File: src/rtl/tmds_pkg.sv
// -----------------------------------------------------------------------------
// tmds_pkg
// Definitions shared by the TMDS receive path (and the matching encoder):
//   - the four 10-bit control tokens sent during blanking
//   - the symbol-alignment FSM state type
//   - symbol and bit-offset widths, plus the offset stepping helper
// -----------------------------------------------------------------------------
package tmds_pkg;

  localparam int SYM_W    = 10;  // one TMDS character
  localparam int OFFSET_W = 4;   // holds bit offsets 0..9

  localparam logic [OFFSET_W-1:0] LAST_OFFSET = OFFSET_W'(SYM_W - 1);

  // Control tokens, indexed by {ctrl_1, ctrl_0}.
  localparam logic [SYM_W-1:0] CTRL_TOKEN_00 = 10'b1101010100;
  localparam logic [SYM_W-1:0] CTRL_TOKEN_01 = 10'b0010101011;
  localparam logic [SYM_W-1:0] CTRL_TOKEN_10 = 10'b0101010100;
  localparam logic [SYM_W-1:0] CTRL_TOKEN_11 = 10'b1010101011;

  typedef enum logic {
    SEARCH = 1'b0,
    LOCKED = 1'b1
  } state_t;

  // Next bit offset to try while hunting; wraps from the last offset to 0.
  function automatic logic [OFFSET_W-1:0] next_offset(input logic [OFFSET_W-1:0] offset);
    if (offset >= LAST_OFFSET) begin
      return '0;
    end
    return offset + 1'b1;
  endfunction

endpackage

File: src/rtl/tmds_symbol_decode.sv
// -----------------------------------------------------------------------------
// tmds_symbol_decode
// Purely combinational decode of one aligned 10-bit TMDS symbol.
// Ports:
//   sym      in  10  aligned symbol
//   is_ctrl  out  1  symbol is one of the four control tokens
//   ctrl     out  2  {ctrl_1, ctrl_0} carried by the token (0 for data)
//   data     out  8  recovered pixel byte (meaningful only for data symbols)
// -----------------------------------------------------------------------------
module tmds_symbol_decode
  import tmds_pkg::*;
(
  input  logic [SYM_W-1:0] sym,
  output logic             is_ctrl,
  output logic [1:0]       ctrl,
  output logic [7:0]       data
);

  logic [7:0] p;

  // NOTE: every variable written in an always_comb gets a default at the top,
  // so no path can leave it unassigned and infer a latch.
  always_comb begin
    is_ctrl = 1'b1;
    ctrl    = 2'b00;
    case (sym)
      CTRL_TOKEN_00: ctrl = 2'b00;
      CTRL_TOKEN_01: ctrl = 2'b01;
      CTRL_TOKEN_10: ctrl = 2'b10;
      CTRL_TOKEN_11: ctrl = 2'b11;
      default:       is_ctrl = 1'b0;
    endcase
  end

  // Undo the optional inversion (bit 9), then the XOR/XNOR transition coding
  // selected by bit 8.
  always_comb begin
    p       = sym[9] ? ~sym[7:0] : sym[7:0];
    data    = '0;
    data[0] = p[0];
    for (int i = 1; i < 8; i++) begin
      data[i] = sym[8] ? (p[i] ^ p[i-1]) : (p[i] ~^ p[i-1]);
    end
  end

endmodule

File: src/rtl/tmds_decoder.sv
// -----------------------------------------------------------------------------
// tmds_decoder
// One DVI channel receiver: finds the 10-bit symbol boundary in a raw
// deserialized stream, then decodes pixel data, control bits and data-enable.
// Lock is acquired by dwelling on each bit offset looking for a run of control
// tokens, and dropped when no control token has been seen for a long time.
// Parameters:
//   CTRL_RUN       consecutive control tokens needed to lock
//   SEARCH_CYCLES  dwell time per offset before trying the next one
//   LOCK_TIMEOUT   cycles without a control token before lock is dropped
// Ports:
//   i_clk      in   1  TMDS character clock
//   i_rst      in   1  synchronous active-high reset
//   i_tmds     in  10  raw word, bit 0 earliest on the wire, any alignment
//   o_data     out  8  decoded pixel data (0 when not a data symbol)
//   o_ctrl_0   out  1  control bit 0, held from the last control token
//   o_ctrl_1   out  1  control bit 1, held from the last control token
//   o_data_en  out  1  high while the output is a decoded data symbol
//   o_locked   out  1  symbol alignment established
//   o_offset   out  4  current bit offset, 0..9
// Latency: word sampled on edge k (offset 0) -> r_prev at k, r_sym at k+1,
// outputs at k+2.
// -----------------------------------------------------------------------------
module tmds_decoder
  import tmds_pkg::*;
#(
  parameter int CTRL_RUN      = 4,
  parameter int SEARCH_CYCLES = 2048,
  parameter int LOCK_TIMEOUT  = 4096
) (
  input  logic                i_clk,
  input  logic                i_rst,
  input  logic [SYM_W-1:0]    i_tmds,
  output logic [7:0]          o_data,
  output logic                o_ctrl_0,
  output logic                o_ctrl_1,
  output logic                o_data_en,
  output logic                o_locked,
  output logic [OFFSET_W-1:0] o_offset
);

  localparam int TIMER_MAX = (SEARCH_CYCLES > LOCK_TIMEOUT) ? SEARCH_CYCLES : LOCK_TIMEOUT;
  localparam int TIMER_W   = $clog2(TIMER_MAX + 1);
  localparam int RUN_W     = $clog2(CTRL_RUN + 1);

  localparam logic [TIMER_W-1:0] SEARCH_LAST = TIMER_W'(SEARCH_CYCLES - 1);
  localparam logic [TIMER_W-1:0] LOCK_LAST   = TIMER_W'(LOCK_TIMEOUT - 1);
  localparam logic [RUN_W-1:0]   RUN_TARGET  = RUN_W'(CTRL_RUN);

  // Alignment pipeline
  logic [SYM_W-1:0] r_prev;
  logic [SYM_W-1:0] r_sym;
  logic [SYM_W-1:0] aligned;

  // Decoded view of r_sym
  logic             sym_is_ctrl;
  logic [1:0]       sym_ctrl;
  logic [7:0]       sym_data;

  // FSM and counters
  state_t                state, state_next;
  logic [RUN_W-1:0]      run, run_next, run_inc;
  logic [TIMER_W-1:0]    timer, timer_next, timer_inc;
  logic [OFFSET_W-1:0]   offset_next;
  logic                  skip, skip_next;

  // Output register inputs
  logic [7:0]            data_next;
  logic [1:0]            ctrl_next;
  logic                  data_en_next;

  // Pick the 10-bit window starting o_offset bits into {current, previous}.
  always_comb begin
    aligned = SYM_W'({i_tmds, r_prev} >> o_offset);
  end

  tmds_symbol_decode u_symbol_decode (
    .sym     (r_sym),
    .is_ctrl (sym_is_ctrl),
    .ctrl    (sym_ctrl),
    .data    (sym_data)
  );

  // Saturating increments: counters hold at all-ones instead of wrapping.
  always_comb begin
    run_inc   = (run == '1)   ? run   : run + 1'b1;
    timer_inc = (timer == '1) ? timer : timer + 1'b1;
  end

  always_comb begin
    state_next  = state;
    run_next    = run;
    timer_next  = timer;
    offset_next = o_offset;
    skip_next   = 1'b0;

    case (state)
      SEARCH: begin
        // After an offset change r_sym still holds a word cut at the old
        // offset; it must not count toward the token run.
        if (!skip && sym_is_ctrl) begin
          run_next = run_inc;
        end else begin
          run_next = '0;
        end

        // Reaching the run wins over a dwell expiry on the same cycle.
        if (!skip && sym_is_ctrl && (run_inc >= RUN_TARGET)) begin
          state_next = LOCKED;
          run_next   = '0;
          timer_next = '0;
        end else if (timer == SEARCH_LAST) begin
          offset_next = next_offset(o_offset);
          run_next    = '0;
          timer_next  = '0;
          skip_next   = 1'b1;
        end else begin
          timer_next = timer_inc;
        end
      end

      LOCKED: begin
        if (sym_is_ctrl) begin
          timer_next = '0;
        end else if (timer == LOCK_LAST) begin
          state_next = SEARCH;
          run_next   = '0;
          timer_next = '0;
        end else begin
          timer_next = timer_inc;
        end
      end

      default: begin
        state_next = SEARCH;
        run_next   = '0;
        timer_next = '0;
      end
    endcase
  end

  // Outputs follow the current state: the lock edge itself still shows blank
  // outputs, and the edge that drops lock still emits the symbol in r_sym.
  always_comb begin
    data_next    = '0;
    data_en_next = 1'b0;
    ctrl_next    = {o_ctrl_1, o_ctrl_0};
    if (state == LOCKED) begin
      if (sym_is_ctrl) begin
        ctrl_next = sym_ctrl;
      end else begin
        data_next    = sym_data;
        data_en_next = 1'b1;
      end
    end else begin
      ctrl_next = 2'b00;
    end
  end

  // NOTE: sequential state uses non-blocking assignments only, so every flop
  // samples pre-edge values regardless of statement order.
  always_ff @(posedge i_clk) begin
    if (i_rst) begin
      r_prev    <= '0;
      r_sym     <= '0;
      state     <= SEARCH;
      run       <= '0;
      timer     <= '0;
      skip      <= 1'b0;
      o_offset  <= '0;
      o_locked  <= 1'b0;
      o_data    <= '0;
      o_data_en <= 1'b0;
      o_ctrl_0  <= 1'b0;
      o_ctrl_1  <= 1'b0;
    end else begin
      r_prev    <= i_tmds;
      r_sym     <= aligned;
      state     <= state_next;
      run       <= run_next;
      timer     <= timer_next;
      skip      <= skip_next;
      o_offset  <= offset_next;
      o_locked  <= (state_next == LOCKED);
      o_data    <= data_next;
      o_data_en <= data_en_next;
      o_ctrl_0  <= ctrl_next[0];
      o_ctrl_1  <= ctrl_next[1];
    end
  end

endmodule

File: config.mk
export PLATFORM = sky130hd
export DESIGN_NAME = tmds_decoder
export DESIGN_NICKNAME = d
export VERILOG_FILES = /design/src/rtl/tmds_pkg.sv /design/src/rtl/tmds_symbol_decode.sv /design/src/rtl/tmds_decoder.sv
export SDC_FILE = /design/constraint.sdc
export NUM_CORES = 1
export LEC_CHECK = 0
export BUFFER_PORTS_ARGS = -buffer_cell sky130_fd_sc_hd__buf_2
export CAP_MARGIN = 5
export CORE_UTILIZATION = 40
export CTS_CLUSTER_DIAMETER = 80
export CTS_CLUSTER_SIZE = 24
export DETAILED_ROUTE_END_ITERATION = 10
export HOLD_SLACK_MARGIN = 0.03
export PLACE_DENSITY_LB_ADDON = 0.15
export SETUP_SLACK_MARGIN = 0.4
export SYNTH_ARGS = -nofsm -noshare
export SYNTH_HDL_FRONTEND = slang
export SYNTH_SLANG_ARGS = --single-unit
File: constraint.sdc
create_clock -name i_clk -period 4.5 [get_ports i_clk]
set_input_delay 0.9 -clock i_clk [delete_from_list [all_inputs] [get_ports i_clk]]
set_output_delay 0.9 -clock i_clk [all_outputs]
set_load 0.01 [all_outputs]
Word-level counts from Yosys, hierarchy flattened

Cells that the tools add are included.

$add $sub $neg: 3
$lt $le $gt $ge: 2
Equality and inequality tests: 10
Shift-type cells: 1
Muxes and demuxes: 35
Bitwise gates (word level): 17
Reduce and logical (&&, ||, !) cells: 9

Operators by type and width:

| kind                                                     | count |
|---|---|
| 2-to-1 mux 13 bit                                        | 5 |
| one-hot mux 13 bit (2 select lines)                      | 1 |
| == test 10 bit, second input constant                    | 2 |
| right shift 20 x 4 -> 10 bit                             | 1 |
| 2-to-1 mux 3 bit                                         | 6 |
| 2-to-1 mux 1 bit                                         | 17 |
| adder 13 x 1 -> 13 bit, second input constant            | 1 |
| == test 13 x 11 -> 1 bit, second input constant          | 1 |
| == test 13 x 12 -> 1 bit, second input constant          | 1 |
| == test 13 bit, second input constant                    | 1 |
| == test 10 x 8 -> 1 bit, second input constant           | 1 |
| == test 10 x 9 -> 1 bit, second input constant           | 1 |
| 2-to-1 mux 4 bit                                         | 2 |
| 2-to-1 mux 8 bit                                         | 1 |
| inverter 8 bit                                           | 1 |
| XNOR 1 bit                                               | 7 |
| XOR 1 bit                                                | 7 |
| one-hot mux 2 bit (3 select lines)                       | 1 |
| one-hot mux 3 bit (2 select lines)                       | 1 |
| OR reduction 3 bit                                       | 2 |
| adder 4 x 1 -> 4 bit, second input constant              | 1 |
| greater-or-equal comparator 4 bit, second input constant | 1 |
| OR reduction 4 bit                                       | 1 |
| adder 3 x 1 -> 3 bit, second input constant              | 1 |
| 11 further kinds                                         | 13 |

Flip-flop bits (word level): 53
Bits of input ports: 12
Output and inout bits: 16
Logic and storage cells: 88

Longest topological paths before layout

Gate-level depths: netlist (run 1).

Word-level depth: 8
Gate-level depth with buffers: 9

By module

Synthesis (run 1) repeated with hierarchy kept, for this count alone.

Cell total of the unflattened synthesis: 292
Area, all modules: 2972.9 um2

By module, submodules not included:

| module             | instances | cells an instance | area each (um2) |
|---|---|---|---|
| tmds_decoder       | 1         | 257               | 2693.8 |
| tmds_symbol_decode | 1         | 35                | 279.0 |

Worst setup path before layout (run 1)

No wires, ideal clock.

Kind: input-to-reg
Start: in i_rst
End: reg timer[3]
Library setup time: 0.078 ns
Data arrival time: 2.035 ns
Required time: 4.422 ns
Slack: 2.387 ns
Cell stages on the path: 7
Path buffers: 2
Cells stage by stage: inv_1 > nand2_1 > or3_1 > buf_4 > o31a_2 > buf_4 > nor3_1

RTL lines:

| what                   | RTL line            | source |
|---|---|---|
| start: declaration     | tmds_decoder.sv:32  | `input logic i_rst,` |
| end signal: assignment | tmds_decoder.sv:181 | `timer <= timer_next;` |
| end: declaration       | tmds_decoder.sv:63  | `logic [TIMER_W-1:0] timer, timer_next, timer_inc;` |

Worst setup path after layout (run 1)

Start: reg o_offset[1]
End: out o_offset[1]

RTL lines:

| what                     | RTL line            | source |
|---|---|---|
| start: declaration       | tmds_decoder.sv:39  | `output logic [OFFSET_W-1:0] o_offset` |
| start signal: assignment | tmds_decoder.sv:183 | `o_offset <= offset_next;` |

No word-level cell between the ends.

==> out/results.tsv, run 1 <==
metric	value	unit
ant_nets	0	
postLayoutCoreUtil	46.0	%
hold-path-cell-count	1	
fillerInstances	652	
critical-path-slowest-cell	sky130_fd_sc_hd__dfxtp_1	
regToRegEndpoint	r_sym[4]	
post_synth.cell_area_avg	9.51	µm²
cts_made_buffers	5	
maximum_number_of_pins_on_one_net_before_global_route_repair	31	
detail_route.drc_violations	0	
gr-total-overflow	0	
cpPeakStageDelay	1020	ps
diodes	0	
post-route-cell-area	0.00313	mm²
drive_above_1_share	19.0	%
detailedRoute.firstIterationViolations	76	
final.period_utilization	55.6	%
grtUsageMet3	3.46	%
critical-path-top-delay-family	flip-flops	
ys.flop_type	sky130_fd_sc_hd__dfxtp_1	
final_routed_wirelength_across_all_metal_layers	5.53	mm
synth-seq-cells	53	
floorplan.initialDensity	41.6	%
critical_path.endpoint_type	output port	
flow.area_growth_from_synthesis	10.7	%
grt.met1_usage	22.8	%
global_route_layer_with_the_greatest_usage	met2	
clock_path_buffers	2	
floorplan.die_area	0.00740	mm²
avgViaCountPerCell	5.25	
drt_first_pass_iters	4	
maxCapViolations	0	
post_synth_simple_gate_area	23.3	%
count_of_input_and_output_buffers	27	
grt_first_pass_wirelength	9.40	mm
post_synth_mux_area_share	16.7	%
critPathRequiredTime	3600	ps
synth.lib_cells_used.distinct	49	
die-width	86.0	µm
grt_pass1_vias	1933	
yosys.area_share.xor_xnor	5.89	%
cts_root_buf	sky130_fd_sc_hd__clkbuf_8	
via_count	2163	
synth-edff-count	0	
die_height	86.0	µm
clkSlewWorstSetupHoldPaths	90	ps
r2r.worst_path.cells	5	
path_buf_inv	1	
critical_register_to_register_path_startpoint	o_offset[0]	
holdCritPathClass	register to register	
fin_nets	332	
rsz_0062_raised_after_global_routing	no	
finalCriticalPeriod	2500	ps
gp_congestion	0.797	
timing.critical_path.cells	buf_2	
max_clock_freq	0.400	GHz
worstPathMaxFanout	24	
i_o_pin_count	28	
yosysSeqAreaShare	37.6	%
worst-r2r-setup-slack	2040	ps
setup_total_negative_slack	0	ps
min_from	run[1]	
globalRouteTotalUtil	16.0	%
cts.sink_count	53	
post_cts_resized	0	
grt_antenna_before_repair	0	
tritoncts	built	
clock_tree.htree_level_count	2	
post_synth_fa_ha_maj_area_fraction	2.21	%
synthCells	297	
worst_skew_pair.late_latency	300	ps
final_hold_viol_count	0	
synth_compound_area_share	10.6	%
placed_area	0.00301	mm²
timing_worst_setup_path_type	register to output port	
wl_per_cell	13.4	µm
hold_buffers	0	
vdd_drop_max	0.000124	V
netlist_area	0.00283	mm²
power_density	303	mW/mm²
dpl_hpwl	4.07	mm
fin_worst_skew	5.19	ps
finalSetupViolations	0	
synth_top_family_by_area	simple AND/OR/NAND/NOR gates	
floorplan.rows	30	
asyncSetResetFlopFracSynth	0	%
synthesis.yosys.warnings	0	
postCtsSetupRepairBufs	0	
relSlewSlack	30.9	%
final_max_slew_viol_count	0	
critical_path.startpoint_type	register	
synth_fp_nets	314	
holdPathEnd	run[1]	
power_leakage	1.10	nW
worst_pin_slew	1030	ps
status	complete, no violations	
worst-endpoint-arrival	1600	ps
core	0.00679	mm²
grtUsageMet2	24.0	%
registers in the layout, summed over array words and instances, names as in the netlist, 3 cells and up:
register,cells
timer,13
r_prev,10
r_sym,10
o_data,8
o_offset,4
run,3
Yosys cell counts, types with 2 or more instances:
cell,n,area share [%]
sky130_fd_sc_hd__xnor2_1,16,5.0
sky130_fd_sc_hd__clkbuf_1,10,1.3
sky130_fd_sc_hd__or4_1,2,0.53
sky130_fd_sc_hd__ha_1,5,2.2
sky130_fd_sc_hd__mux2_2,6,2.4
sky130_fd_sc_hd__dfxtp_1,53,38
sky130_fd_sc_hd__nand2b_1,4,0.89
sky130_fd_sc_hd__or4bb_1,2,0.80
sky130_fd_sc_hd__mux4_2,10,8.0
sky130_fd_sc_hd__nand4_1,6,1.3
sky130_fd_sc_hd__nor2_1,37,4.9
sky130_fd_sc_hd__nor2b_1,11,2.4
sky130_fd_sc_hd__or3_1,3,0.66
sky130_fd_sc_hd__o21ai_0,4,0.71
sky130_fd_sc_hd__nand2_1,7,0.93
sky130_fd_sc_hd__nand3_1,7,1.2
sky130_fd_sc_hd__mux2i_1,18,6.4
sky130_fd_sc_hd__nor4b_1,2,0.62
sky130_fd_sc_hd__o21bai_1,2,0.53
sky130_fd_sc_hd__nor3_1,16,2.8
sky130_fd_sc_hd__buf_4,2,0.53
sky130_fd_sc_hd__a41oi_1,2,0.62
sky130_fd_sc_hd__inv_1,8,1.1
sky130_fd_sc_hd__and2_1,4,0.89
sky130_fd_sc_hd__a21oi_1,11,1.9
sky130_fd_sc_hd__nor4_1,7,1.5
sky130_fd_sc_hd__buf_2,4,0.71
sky130_fd_sc_hd__or2_2,2,0.44
sky130_fd_sc_hd__a211oi_1,14,3.7
sky130_fd_sc_hd__xor2_1,3,0.93
cell type report:
type / count / area, µm² / area share (%)
sequential: 53 / 1060 / 33.9
tap: 96 / 120 / 3.84
clock buffer: 6 / 82.6 / 2.64
timing repair buffer: 27 / 135 / 4.32
inverter: 8 / 30.0 / 0.960
clock inverter: 2 / 37.5 / 1.20
multi-input combinational: 220 / 1660 / 53.1
routing by layer:
layer  share of wire (%)  routed length, µm
met5                   0                  0
met1                  53               2930
met3                 2.5                139
met2                  43               2390
met4                 1.1                 63
kinds of logic (layout without fill, tap and decap cells):
kind of cell               after synthesis  after routing
and+or+nand+nor                        119            119
DFF                                     53             53
AOI/OAI and AO/OA                       43             43
muxes                                   34             34
buffers and inverters                   24             43
xor gates and xnor gates                19             19
adders and majority gates                5              5
stage by stage:
| step | power (mW) | hold WS (ps) | setup slack (ps) | cells |
|---|---|---|---|---|
| 2_1_floorplan | 0.597 | 454 | 2390 | 297 |
| 3_3_place_gp | 0.623 | 474 | 1870 | 404 |
| 3_5_place_dp | 0.623 | 472 | 1820 | 404 |
| 4_1_cts | 0.962 | 500 | 1970 | 412 |
| 5_1_grt | 0.993 | 532 | 1760 | 412 |
| 6_report | 0.948 | 500 | 2000 | 412 |
cells in the final DEF (no fill, tap or decap), types with 2 or more instances in the layout:
master,instances
sky130_fd_sc_hd__dfxtp_1,53
sky130_fd_sc_hd__nor2_1,37
sky130_fd_sc_hd__buf_2,27
sky130_fd_sc_hd__mux2i_1,18
sky130_fd_sc_hd__nor3_1,16
sky130_fd_sc_hd__xnor2_1,16
sky130_fd_sc_hd__a211oi_1,14
sky130_fd_sc_hd__a21oi_1,11
sky130_fd_sc_hd__nor2b_1,11
sky130_fd_sc_hd__mux4_2,10
sky130_fd_sc_hd__inv_1,8
sky130_fd_sc_hd__nand3_1,7
sky130_fd_sc_hd__nand2_1,7
sky130_fd_sc_hd__nor4_1,7
sky130_fd_sc_hd__mux2_2,6
sky130_fd_sc_hd__nand4_1,6
sky130_fd_sc_hd__clkbuf_8,6
sky130_fd_sc_hd__ha_1,5
sky130_fd_sc_hd__o21ai_0,4
sky130_fd_sc_hd__and2_1,4
sky130_fd_sc_hd__nand2b_1,4
sky130_fd_sc_hd__or3_1,3
sky130_fd_sc_hd__xor2_1,3
sky130_fd_sc_hd__or4bb_1,2
sky130_fd_sc_hd__or2_2,2
sky130_fd_sc_hd__o21bai_1,2
sky130_fd_sc_hd__or4_1,2
sky130_fd_sc_hd__nor4b_1,2
sky130_fd_sc_hd__a41oi_1,2
power by group:
group	switching (mW)	internal, mW	total, mW
sequential	0.0211	0.484	0.506
clock	0.155	0.181	0.336
combinational	0.0531	0.0534	0.106
worst max-delay path by stage:
stage,startpoint,to,slack [ps],depth (start not counted)
final,o_offset[1],o_offset[1],2000,1
after global routing,o_offset[0],r_sym[4],1760,5
after CTS,o_offset[1],o_offset[1],1970,1
after detailed placement,i_rst,timer[2],1820,6
after global placement,i_rst,timer[2],1870,6
after floorplan,i_rst,timer[3],2390,7
No activity file was read; power rests on OpenSTA's default activity.
==> run 2: changes to the inputs <==
- ABC_AREA: unset -> 1
- clock period: 4.5 -> 2.6 ns (I/O delays scaled with it)
==> out/results.tsv, run 2 <==
metric	value	unit	change
grt_antenna_before_repair	0		unchanged
critPathRequiredTime	2770	ps	was 3600 ps
floorplan.initialDensity	41.9	%	was 41.6%
critical-path-slowest-cell	sky130_fd_sc_hd__o31ai_4		was sky130_fd_sc_hd__dfxtp_1
regToRegEndpoint	timer[7]		was r_sym[4]
cts_root_buf	sky130_fd_sc_hd__clkbuf_8		unchanged
asyncSetResetFlopFracSynth	0	%	unchanged
fin_ws	744	ps	was 2000 ps
clkSlewWorstSetupHoldPaths	100	ps	was 90 ps
synthDominantCellAreaShare	34.4	%	was 37.6%
worst-endpoint-arrival	2030	ps	was 1600 ps
gr-total-overflow	0		unchanged
post-synth-top-count-cell	sky130_fd_sc_hd__nand2_1		was sky130_fd_sc_hd__dfxtp_1
power_density	431	mW/mm²	was 303 mW/mm²
fin_worst_skew	7.71	ps	was 5.19 ps
sw_frac_of_total	26.0	%	was 24.2%
layout.cells.most_common	sky130_fd_sc_hd__nand2_1		was sky130_fd_sc_hd__dfxtp_1
power.sequential.fraction	58.1	%	was 53.4%
yosysSeqAreaShare	34.4	%	was 37.6%
diodes	0		unchanged
post_synth.cell_area_avg	7.26	µm²	was 9.51 µm²
critical_path.endpoint_type	register		was output port
power_leakage	1.44	nW	was 1.10 nW
vdd_drop_max	0.000212	V	was 0.000124 V
detailedRoute.firstIterationViolations	228		was 76
max_clock_freq	0.539	GHz	
hold-path-cell-count	3		was 1
worstPathMaxFanout	12		was 24
max_flop_register	timer		unchanged
tritoncts	built		unchanged
avgViaCountPerCell	4.79		was 5.25
synth_fp_nets	442		was 314
maximum_number_of_pins_on_one_net_before_global_route_repair	32		was 31
logic_gate_share_of_total_power	7.7	%	was 11.2%
pre_cts_ws	742	ps	was 1820 ps
fin_nets	463		was 332
synth.lib_cells_used.distinct	46		was 49
post_synth_main_area_contributors	sky130_fd_sc_hd__dfxtp_1 (34%), sky130_fd_sc_hd__nand2_1 (13%), sky130_fd_sc_hd__nor2_1 (4.7%)		was sky130_fd_sc_hd__dfxtp_1 (38%), sky130_fd_sc_hd__mux4_2 (8.0%), sky130_fd_sc_hd__mux2i_1 (6.4%)
crit_top_cell	sky130_fd_sc_hd__nand2_1		
worst_pin_slew	787	ps	was 1030 ps
postCtsSetupRepairBufs	0		unchanged
floorplan.die_area	0.00807	mm²	was 0.00740 mm²
fillerInstances	763		was 652
most_frequent_cells_in_the_layout	sky130_fd_sc_hd__nand2_1 (105), sky130_fd_sc_hd__dfxtp_1 (53), sky130_fd_sc_hd__nor2_1 (39)		was sky130_fd_sc_hd__dfxtp_1 (53), sky130_fd_sc_hd__nor2_1 (37), sky130_fd_sc_hd__buf_2 (27)
grt_pass1_vias	2318		was 1,933
via_count	2613		was 2,163
synth-edff-count	0		unchanged
final_max_slew_viol_count	0		unchanged
floorplan.rows	31		was 30
worst_skew_pair.late_latency	310	ps	was 300 ps
net-switching-power	378	µW	was 229 µW
largest_register_ffs	13		unchanged
clock_tree.htree_level_count	2		unchanged
drive_above_1_share	18.8	%	was 19.0%
i_o_pin_count	28		unchanged
maxCapViolations	0		unchanged
ant_nets	0		unchanged
ys.flop_type	sky130_fd_sc_hd__dfxtp_1		unchanged
grt_first_pass_wirelength	10.8	mm	was 9.40 mm
ys_top_cells_by_count	sky130_fd_sc_hd__nand2_1 (105), sky130_fd_sc_hd__dfxtp_1 (53), sky130_fd_sc_hd__nor2_1 (39)		was sky130_fd_sc_hd__dfxtp_1 (53), sky130_fd_sc_hd__nor2_1 (37), sky130_fd_sc_hd__mux2i_1 (18)
reg_top3	timer x13, r_prev x10, r_sym x10		unchanged
setup_total_negative_slack	0	ps	unchanged
cpPeakStageDelay	660	ps	was 1020 ps
status	complete, no violations		unchanged
r2r.worst_path.cells	6		was 5
min_from	i_tmds[9]		was run[1]
core	0.00737	mm²	was 0.00679 mm²
pwr-share-clk	34.2	%	was 35.4%
critical_path.startpoint_type	register		unchanged
final_routed_wirelength_across_all_metal_layers	6.21	mm	was 5.53 mm
cts_made_buffers	5		unchanged
holdCritPathClass	input pin to register		was register to register
synth_top_cell_by_area	sky130_fd_sc_hd__dfxtp_1		unchanged
finalCriticalPeriod	1860	ps	
holdPathEnd	r_prev[9]		was run[1]
wl_per_cell	11.4	µm	was 13.4 µm
synth-seq-cells	53		unchanged
timing_worst_setup_path_type	register to register		was register to output port
count_of_input_and_output_buffers	27		unchanged
gp_congestion	0.803		was 0.797
timing.critical_path.cells	ha_1, nand2_1, nor3_2, nand2_1, o31ai_4, a21boi_1		was buf_2
detail_route.drc_violations	0		unchanged
post_cts_resized	0		unchanged
dpl_hpwl	4.66	mm	was 4.07 mm
p_int	1.07	mW	was 719 µW
final.period_utilization	71.4	%	
die-width	89.8	µm	was 86.0 µm
final_hold_viol_count	0		unchanged
drt_first_pass_iters	6		was 4
clock_path_buffers	2		unchanged
critical_register_to_register_path_startpoint	timer[0]		was o_offset[0]
hold_buffers	0		unchanged
finalSetupViolations	0		unchanged
relSlewSlack	47.5	%	was 30.9%
synthesis.yosys.warnings	0		unchanged
flow.area_growth_from_synthesis	9.17	%	was 10.7%
synthCells	425		was 297
worst-r2r-setup-slack	740	ps	was 2040 ps
cts.sink_count	53		unchanged
die_height	89.8	µm	was 86.0 µm
netlist_area	0.00308	mm²	was 0.00283 mm²
globalRouteTotalUtil	16.2	%	was 16.0%
rsz_0062_raised_after_global_routing	no		unchanged
## run 2: worst max-delay path: cells and delay by family (launching register included)
family,cells,cell delay (ps)
AND/OR/NAND/NOR,3,350
flip-flops,1,360
AO/OA/AOI/OAI,2,800
adder cells (fa/ha/maj),1,200
## run 2: area by class of cell
type / instances / area, µm² / share of cell area (%)
clock buffer: 5 / 68.8 / 2.04
clock inverter: 3 / 26.3 / 0.780
inverter: 47 / 179 / 5.31
multi-input combinational: 308 / 1740 / 51.8
sequential: 53 / 1060 / 31.5
tap: 99 / 124 / 3.68
timing repair buffer: 31 / 165 / 4.91
## run 2: metrics by stage
step / hold WS, ps / total power, mW / instance area, µm² / util (%) / std cells
6_report: 432 / 1.45 / 3370 / 45.7 / 546
5_1_grt: 432 / 1.53 / 3370 / 45.7 / 546
4_1_cts: 427 / 1.47 / 3370 / 45.7 / 546
3_5_place_dp: 454 / 0.973 / 3270 / 44.4 / 538
3_3_place_gp: 458 / 0.973 / 3270 / 44.4 / 538
2_1_floorplan: 452 / 0.945 / 3080 / - / 425
## run 2: metal layers
metal	GRT usage [%]	vias to the layer above	part of all wire [%]
li1	-	1422	-
met1	23.9	1126	55
met2	23.5	60	40
met3	3.30	5	4.5
met4	4.78	0	0.89
met5	0	-	0
## run 2: how the worst max path moves through the flow
stage | from | end | slack (ps)
4_1_cts | timer[1] | timer[7] | 730
3_5_place_dp | timer[1] | timer[6] | 740
3_3_place_gp | timer[1] | timer[7] | 770
6_report | timer[0] | timer[7] | 740
5_1_grt | timer[1] | timer[7] | 560
2_1_floorplan | o_offset[1] | o_offset[3] | 1020
## run 2: kinds of logic (layout without fill, tap and decap cells)
group           Yosys count  count (layout)  share of synthesized area [%]
mux                       6               6                           1.95
simple gates            205             205                           32.7
xor+xnor                 16              16                           4.54
fa+ha+maj                 5               5                           2.03
buf+inv                  64              86                           9.09
compound gates           76              76                           15.3
flops                    53              53                           34.4
## run 2: power groups by stage
stage / combinational (mW) / sequential [mW] / clock [mW]
finish: 0.111 / 0.843 / 0.497
global route: 0.128 / 0.846 / 0.554
CTS: 0.112 / 0.843 / 0.517
detailed placement: 0.111 / 0.862 / 0
global placement: 0.111 / 0.861 / 0
floorplan: 0.0861 / 0.859 / 0
